### config.mk
export PLATFORM = sky130hd
export DESIGN_NAME = max_spi_slave_regs
export DESIGN_NICKNAME = d
export VERILOG_FILES = /design/src/rtl/max_spi_slave_regs.sv
export SDC_FILE = /design/constraint.sdc
export NUM_CORES = 1
export LEC_CHECK = 0
export ABC_CLOCK_PERIOD_IN_PS = 3000
export CORE_ASPECT_RATIO = 2
export CORE_MARGIN = 5
export CORE_UTILIZATION = 60
export DETAILED_ROUTE_END_ITERATION = 6
export GPL_TIMING_DRIVEN = 1
export PLACE_DENSITY = 0.75
export RECOVER_POWER = 25
export SETUP_SLACK_MARGIN = 0.02
export SYNTH_ARGS = -nofsm -noshare
export SYNTH_HDL_FRONTEND = slang
export SYNTH_SLANG_ARGS = --single-unit
### constraint.sdc
create_clock -name clk -period 3 [get_ports clk]
set_input_delay 0.6 -clock clk [delete_from_list [all_inputs] [get_ports clk]]
set_output_delay 0.6 -clock clk [all_outputs]
set_load 0.005 [all_outputs]
### src/rtl/max_spi_slave_regs.sv
// SPI mode-0 slave register file answering the MAX3421E-style command protocol, oversampled in clk.
// Define MAX_SPI_SLV_STATUS_EN to return the status register on MISO during the command byte.
`timescale 1ns/1ps
module max_spi_slave_regs #(
    parameter int unsigned STAT_ADDR   = 25,
    parameter int unsigned IEN_ADDR    = 26,
    parameter int unsigned SYNC_STAGES = 2
) (
    input  logic       clk,
    input  logic       rst,
    input  logic       spi_sclk,
    input  logic       spi_ss_n,
    input  logic       spi_mosi,
    output logic       spi_miso,
    output logic       spi_miso_oe,
    input  logic [7:0] irq_set,
    input  logic [4:0] loc_addr,
    input  logic [7:0] loc_wdata,
    input  logic       loc_we,
    output logic [7:0] loc_rdata,
    output logic       spi_wr_stb,
    output logic [4:0] spi_wr_addr,
    output logic       int_o
);

    localparam logic [4:0] STAT_A = 5'(STAT_ADDR);
    localparam logic [4:0] IEN_A  = 5'(IEN_ADDR);

    typedef enum logic [1:0] {WAIT_IDLE, IDLE, CMD, DATA} state_t;

    state_t                 state;
    logic [SYNC_STAGES-1:0] sclk_sync, ss_sync, mosi_sync;
    logic                   sclk_rise, sclk_fall, ss_now, ss_fall, mosi_s;
    logic [2:0]             bit_cnt;
    logic [6:0]             shift_in;
    logic [6:0]             shift_out;
    logic [7:0]             byte_in;
    logic [4:0]             addr;
    logic                   dir;
    logic                   load_pend;
    logic                   last_bit;
    logic                   spi_we;
    logic [7:0]             status_snap;
    logic [7:0]             regs      [32];
    logic [7:0]             regs_next [32];

    always_ff @(posedge clk) begin
        if (rst) begin
            sclk_sync <= '0;
            ss_sync   <= '0;
            mosi_sync <= '0;
        end else begin
            sclk_sync <= {sclk_sync[SYNC_STAGES-2:0], spi_sclk};
            ss_sync   <= {ss_sync[SYNC_STAGES-2:0], spi_ss_n};
            mosi_sync <= {mosi_sync[SYNC_STAGES-2:0], spi_mosi};
        end
    end

    assign sclk_rise = sclk_sync[SYNC_STAGES-2] & ~sclk_sync[SYNC_STAGES-1];
    assign sclk_fall = ~sclk_sync[SYNC_STAGES-2] & sclk_sync[SYNC_STAGES-1];
    assign ss_now    = ss_sync[SYNC_STAGES-2];
    assign ss_fall   = ~ss_sync[SYNC_STAGES-2] & ss_sync[SYNC_STAGES-1];
    assign mosi_s    = mosi_sync[SYNC_STAGES-1];

    assign byte_in  = {shift_in, mosi_s};
    assign last_bit = (bit_cnt == 3'd7);
    assign spi_we   = (state == DATA) && !ss_now && sclk_rise && last_bit && dir;

`ifdef MAX_SPI_SLV_STATUS_EN
    assign status_snap = regs[STAT_A];
`else
    assign status_snap = '0;
`endif

    // MISO bit for the next falling edge is held in spi_miso; shift_out keeps the remaining bits.
    always_ff @(posedge clk) begin
        if (rst) begin
            state       <= WAIT_IDLE;
            bit_cnt     <= '0;
            shift_in    <= '0;
            shift_out   <= '0;
            addr        <= '0;
            dir         <= 1'b0;
            load_pend   <= 1'b0;
            spi_miso    <= 1'b0;
            spi_miso_oe <= 1'b0;
        end else begin
            spi_miso_oe <= !ss_now && (state != WAIT_IDLE);
            case (state)
                WAIT_IDLE: begin
                    spi_miso <= 1'b0;
                    if (ss_now) state <= IDLE;
                end
                IDLE: begin
                    bit_cnt   <= '0;
                    load_pend <= 1'b0;
                    if (ss_fall) begin
                        state                 <= CMD;
                        {spi_miso, shift_out} <= status_snap;
                    end else begin
                        spi_miso <= 1'b0;
                    end
                end
                default: begin
                    if (ss_now) begin
                        state     <= IDLE;
                        bit_cnt   <= '0;
                        load_pend <= 1'b0;
                        spi_miso  <= 1'b0;
                    end else begin
                        if (sclk_rise) begin
                            shift_in <= byte_in[6:0];
                            bit_cnt  <= bit_cnt + 3'd1;
                            if (last_bit) begin
                                load_pend <= 1'b1;
                                if (state == CMD) begin
                                    addr  <= byte_in[7:3];
                                    dir   <= byte_in[1];
                                    state <= DATA;
                                end
                            end
                        end
                        if (sclk_fall) begin
                            if (load_pend) begin
                                {spi_miso, shift_out} <= regs[addr];
                                load_pend             <= 1'b0;
                            end else begin
                                {spi_miso, shift_out} <= {shift_out, 1'b0};
                            end
                        end
                    end
                end
            endcase
        end
    end

    // SPI write beats the local port; irq_set is ORed in last so a same-clk set beats a W1C clear.
    always_comb begin
        for (int unsigned i = 0; i < 32; i++) begin
            regs_next[i] = regs[i];
            if (loc_we && loc_addr == 5'(i)) regs_next[i] = loc_wdata;
            if (spi_we && addr == 5'(i))
                regs_next[i] = (i == STAT_ADDR) ? (regs[i] & ~byte_in) : byte_in;
            if (i == STAT_ADDR) regs_next[i] = regs_next[i] | irq_set;
        end
    end

    always_ff @(posedge clk) begin
        if (rst) begin
            regs        <= '{default: 8'h00};
            loc_rdata   <= '0;
            spi_wr_stb  <= 1'b0;
            spi_wr_addr <= '0;
            int_o       <= 1'b0;
        end else begin
            regs       <= regs_next;
            loc_rdata  <= regs[loc_addr];
            spi_wr_stb <= spi_we;
            if (spi_we) spi_wr_addr <= addr;
            int_o      <= |(regs[STAT_A] & regs[IEN_A]);
        end
    end

endmodule
**Word-level counts from Yosys, hierarchy flattened**

Index checks and enable logic that the tools add are counted.

- Bits in registers: 305
- Latch bits: 0
- Bits in writable memories: 0
- Memory bits (read-only): 0
- Memories: 0

- $add $sub $neg: 1
- Multiply operators: 0
- Div/mod/pow operators: 0
- $lt $le $gt $ge: 2
- Equal/unequal tests: 69
- Shifts and indexed selects: 0
- Mux-type cells: 92
- Bitwise gates (word level): 14
- Reduce and logical (&&, ||, !) cells: 117

Operators with widths:

| cell | number |
|---|---|
| two-way mux 8 bit | 68 |
| == test 5 bit (second input constant) | 32 |
| binary-select mux 8 bit (select 5 bit) | 2 |
| == test 5 x 4 -> 1 bit (second input constant) | 16 |
| logical AND 1 bit | 69 |
| nonzero test 2 bit | 33 |
| == test 5 x 3 -> 1 bit (second input constant) | 8 |
| two-way mux 7 bit | 4 |
| == test 5 x 2 -> 1 bit (second input constant) | 4 |
| AND 8 bit | 2 |
| case mux 7 bit (2 select lines) | 1 |
| greater-or-equal comparator 6 bit (second input constant) | 2 |
| two-way mux 2 bit | 6 |
| NOT 5 -> 6 bit | 2 |
| == test 5 x 1 -> 1 bit (second input constant) | 2 |
| zero test 5 bit | 2 |
| AND reduction 5 bit | 2 |
| nonzero test 3 bit | 3 |
| NOT 8 bit | 1 |
| OR 8 bit | 1 |
| OR reduction 8 bit | 1 |
| two-way mux 1 bit | 6 |
| two-way mux 3 bit | 2 |
| case mux 3 bit (2 select lines) | 1 |
| other kinds (17) | 25 |

**Logic depth before layout (Yosys ltp)**

- Depth after elaboration: 8
- Mapped depth: 9
- Gate-level depth less buffers: 6

**Least setup slack after synthesis**

No wires, ideal clock.

- Kind: input to register
- Start: in loc_addr[0]
- End: reg loc_rdata[0]
- Arrival time: 2.101 ns
- Data required time: 2.879 ns
- Slack: 0.779 ns
- Cell stages on the path: 6
- Cell sequence: buf_6 > buf_6 > mux4_1 > mux4_2 > o22ai_1 > nor3_1

- Word-level cells in the longest chain between the ends: 4

Ends and longest elaborated chain:

| what | RTL line | source |
|---|---|---|
| from (decl) | 17 | `input logic [4:0] loc_addr,` |
| NOT 5 -> 6 bit (implied by the code) | 157 | `loc_rdata <= regs[loc_addr];` |
| binary-select mux 8 bit (select 5 bit) | 157 |  |
| two-way mux 8 bit (implied by the code) (2 in series) | 157 |  |
| to (signal assigned) | 157 |  |
| to (decl) | 20 | `output logic [7:0] loc_rdata,` |

No other way between the ends. The select of a mux whose other input is x is not followed.
A chain may end at the register's enable or synchronous reset.

**Worst setup path after layout**

- Start: reg addr[4]
- End: reg regs[52] (netlist bit)

- Word-level cells in the longest chain between the ends: 4

Ends and longest elaborated chain:

| what | RTL line | source |
|---|---|---|
| from (decl) | 38 | `logic [4:0] addr;` |
| from (signal assigned) | 117 | `addr <= byte_in[7:3];` |
| == test 5 bit | 142 | `if (spi_we && addr == 5'(i))` |
| logical AND 1 bit | 142 |  |
| two-way mux 8 bit | 142 |  |
| OR 8 bit | 144 | `if (i == STAT_ADDR) regs_next[i] = regs_next[i] \| irq_set;` |
| to (signal assigned) | 156 | `regs <= regs_next;` |
| to (decl) | 44 | `logic [7:0] regs [32];` |

No other way between the ends.

==> results.toml <==
[detailed_routing]
drc = 1
drt_wl_total_mm = 70.4
dr_total_vias = 17300
ant_nets = 0
drt_iter0_drc = 2416
firstDrtPassIters = 7
wl_per_cell_um = 31.4
avgViaCountPerCell = 7.72

[cells_and_area]
drive_above_1_share_pct = 17.4
nNetsFinal = 1886
syn_to_final_growth_pct = 9.08
stdcell_count = 2244
fill_cells = 2329
final_cell_mix = "dfxtp_1 (302), nor2_1 (184), mux2i_1 (168)"
final_common_cell = "dfxtp_1"
antennaDiodeCount = 0

[placement]
dpl.cell_count = 2194
port_buffers = 43
gp_congestion = 1.00
post-place-ws_ns = 0.143
place_hpwl_mm = 46.5

[synthesis]
ys.flop_type = "dfxtp_1"
synth_edf_count = 0
ys_async_sr_fraction_pct = 0
yosysSeqAreaShare_pct = 33.7
syn_area_sq_mm = 0.0181
synth_seq_cells = 305
syn_avg_cell_area_sq_um = 9.46
yosysWarnings = 0
synthesis.nets = 1943
syn_inst = 1913
synth_cell_types = 59

[floorplanning]
coreArea_sq_mm = 0.0300
pin_count = 44
die_w_um = 133
dieArea_sq_mm = 0.0339
start_util_pct = 60.4
row_count = 90
fp.dieH_um = 256

[min_path]
hold_class = "flip-flop to flip-flop"
hold_end = "mosi_sync[1]"
hold_depth = 1
hp-start = "mosi_sync[0]"

[clock_network]
cts_tree = "yes"
clkTransAtPathRegs_ns = 0.07
ctsHoldBuffers = 0
numCtsBuffers = 28
clockBufferDepth = 3
post_cts_buffers = 0
h-tree-depth = 1
cts-resized-gates = 0
cts.sinks = 305
insertion_delay_ns = 0.58
cts_root_buf = "clkbuf_16"

[timing]
hold_violations = 0
max_clock_freq_ghz = 0.342
layout_setup_ws_ns = 0.0769
min_period_ns = 2.92
worstMarginPinSlew_ns = 1.73
setup_viol = 0
tns_ns = 0
finalCritPeriodShare_pct = 97.4
finalClockSkew_ns = 0.0205
slew_viol_final = 81
rsz0062_at_grt = "false"
relSlewSlack_pct = -15.1

[grt]
antenna_found_initial = 1
grt_overflow = 0
grt_max_degree = 103
grt_pass1_wl_mm = 105
first_global_vias = 16600
track_usage_pct = 40.0

[setup_path]
r2r_start = "addr[4]"
cp_data_arrival_time_ns = 3.33
reg2regPathDepth = 4
crit_fanout = 18
critPathKind = "flip-flop to flip-flop"
rrSetupSlack_ns = 0.08
regToRegEndpoint = "regs[52]"
required_ns = 3.40
cp-start-kind = "flip-flop"
setup.worst_path.end_class = "flip-flop"

[pwr]
p_per_area_mw_per_mm2 = 438
ir_drop_mv = 0.467
p_leak_nw = 7.32
power_mw = 8.64

[run_status]
outcome = "finished, violations left"
violations = "design-rule violations, max-capacitance violations, max-slew violations"

[flow_run]
drv_cap = 1
[where the power goes]
part | switching [mW] | leakage [nW] | total (mW) | internal (mW)
Combinational | 0.391 | 4.38 | 0.600 | 0.209
Sequential | 0.0554 | 2.47 | 4.14 | 4.09
Clock | 1.75 | 0.466 | 3.90 | 2.15
Total | 2.19 | 7.32 | 8.64 | 6.45
[synth_stat cells, drive strengths merged, types with 2 or more instances]
cell      n  share of area (%)
nor2    186                3.9
o22ai    10               0.35
mux2     35                2.2
nand2b    6               0.21
a21oi    11               0.30
a221o     6               0.33
o31ai     2              0.083
or3       3               0.10
and3b     4               0.19
a211oi  144                6.0
nand3b    2              0.083
and4bb    5               0.35
a31oi    17               0.59
buf      90                2.9
dfxtp   305                 34
clkbuf  144                3.0
inv      12               0.25
a22oi    12               0.50
nor3    109                3.0
nand2   152                3.2
mux2i   168                9.3
o21ai    67                1.9
o32ai     6               0.29
nand4    26               0.93
ha        3               0.21
and4b     3               0.17
and2      6               0.21
o221ai    7               0.34
mux4    120                 15
o211a     2               0.11
nor3b     2              0.083
and4      4               0.19
a221oi   14               0.68
a311oi  112                5.4
or2      12               0.41
nand3    69                1.9
nand4b    5               0.24
nor2b    24               0.83
[how the worst max path moves through the flow]
stage                         to  slack, ns        start  cells after the start
floorplan           loc_rdata[0]       0.78  loc_addr[0]                      6
global placement    loc_rdata[5]       0.20  loc_addr[0]                      6
detailed placement      regs[44]       0.14  loc_addr[4]                      6
CTS                     regs[52]       0.29      addr[4]                      4
global route            regs[52]       0.07      addr[4]                      4
finish                  regs[52]       0.08      addr[4]                      4
[flip-flops by register name, summed over array words and instances (netlist names), 2 cells and up]
register and cells:
regs 256, mosi_sync 2, loc_rdata 8, ss_sync 2, state 2, shift_in 7, sclk_sync 2, addr 5
shift_out 7, spi_wr_addr 5, bit_cnt 3
[cell families (layout without fill, tap and decap cells)]
logic type      Yosys count  after routing  synth area share (%)
simple gates            622            622                  16.2
compound gates          413            413                  17.0
mux                     323            323                  26.6
flops                   305            305                  33.7
buf+inv                 247            210                  6.22
fa+ha+maj                 3              3                 0.207
[critical path, stage by stage (launching register included)]
cell	delay, ns
dfxtp_1	1.02
and2_1	0.59
nand4_1	0.67
nand3_1	0.34
a31oi_1	0.12
[layer usage]
layer,vias up,GRT usage (%),wire (um)
met4,2,27.0,5670
met3,325,8.79,8760
li1,7224,-,-
met2,1408,58.1,30300
met1,8365,53.2,25700
met5,-,0,13
[stage by stage]
stage               instance area, sq um  util [%]  hold WS, ns
CTS                                19800      66.1        0.407
detailed placement                 18800      62.8        0.441
floorplan                          18100         -        0.414
global placement                   18800      62.8        0.431
global route                       19700      65.9        0.468
finish                             19700      65.9        0.455
[area by class of cell]
type                       count  area (sq um)  area share, %
timing repair buffer         147          1290           6.54
inverter                      13          48.8          0.247
clock inverter                14           159          0.805
sequential                   305          6110           31.0
multi-input combinational   1361         10900           55.0
tap                          368           460           2.33
clock buffer                  36           803           4.07
(Power assumes the default switching activity.)
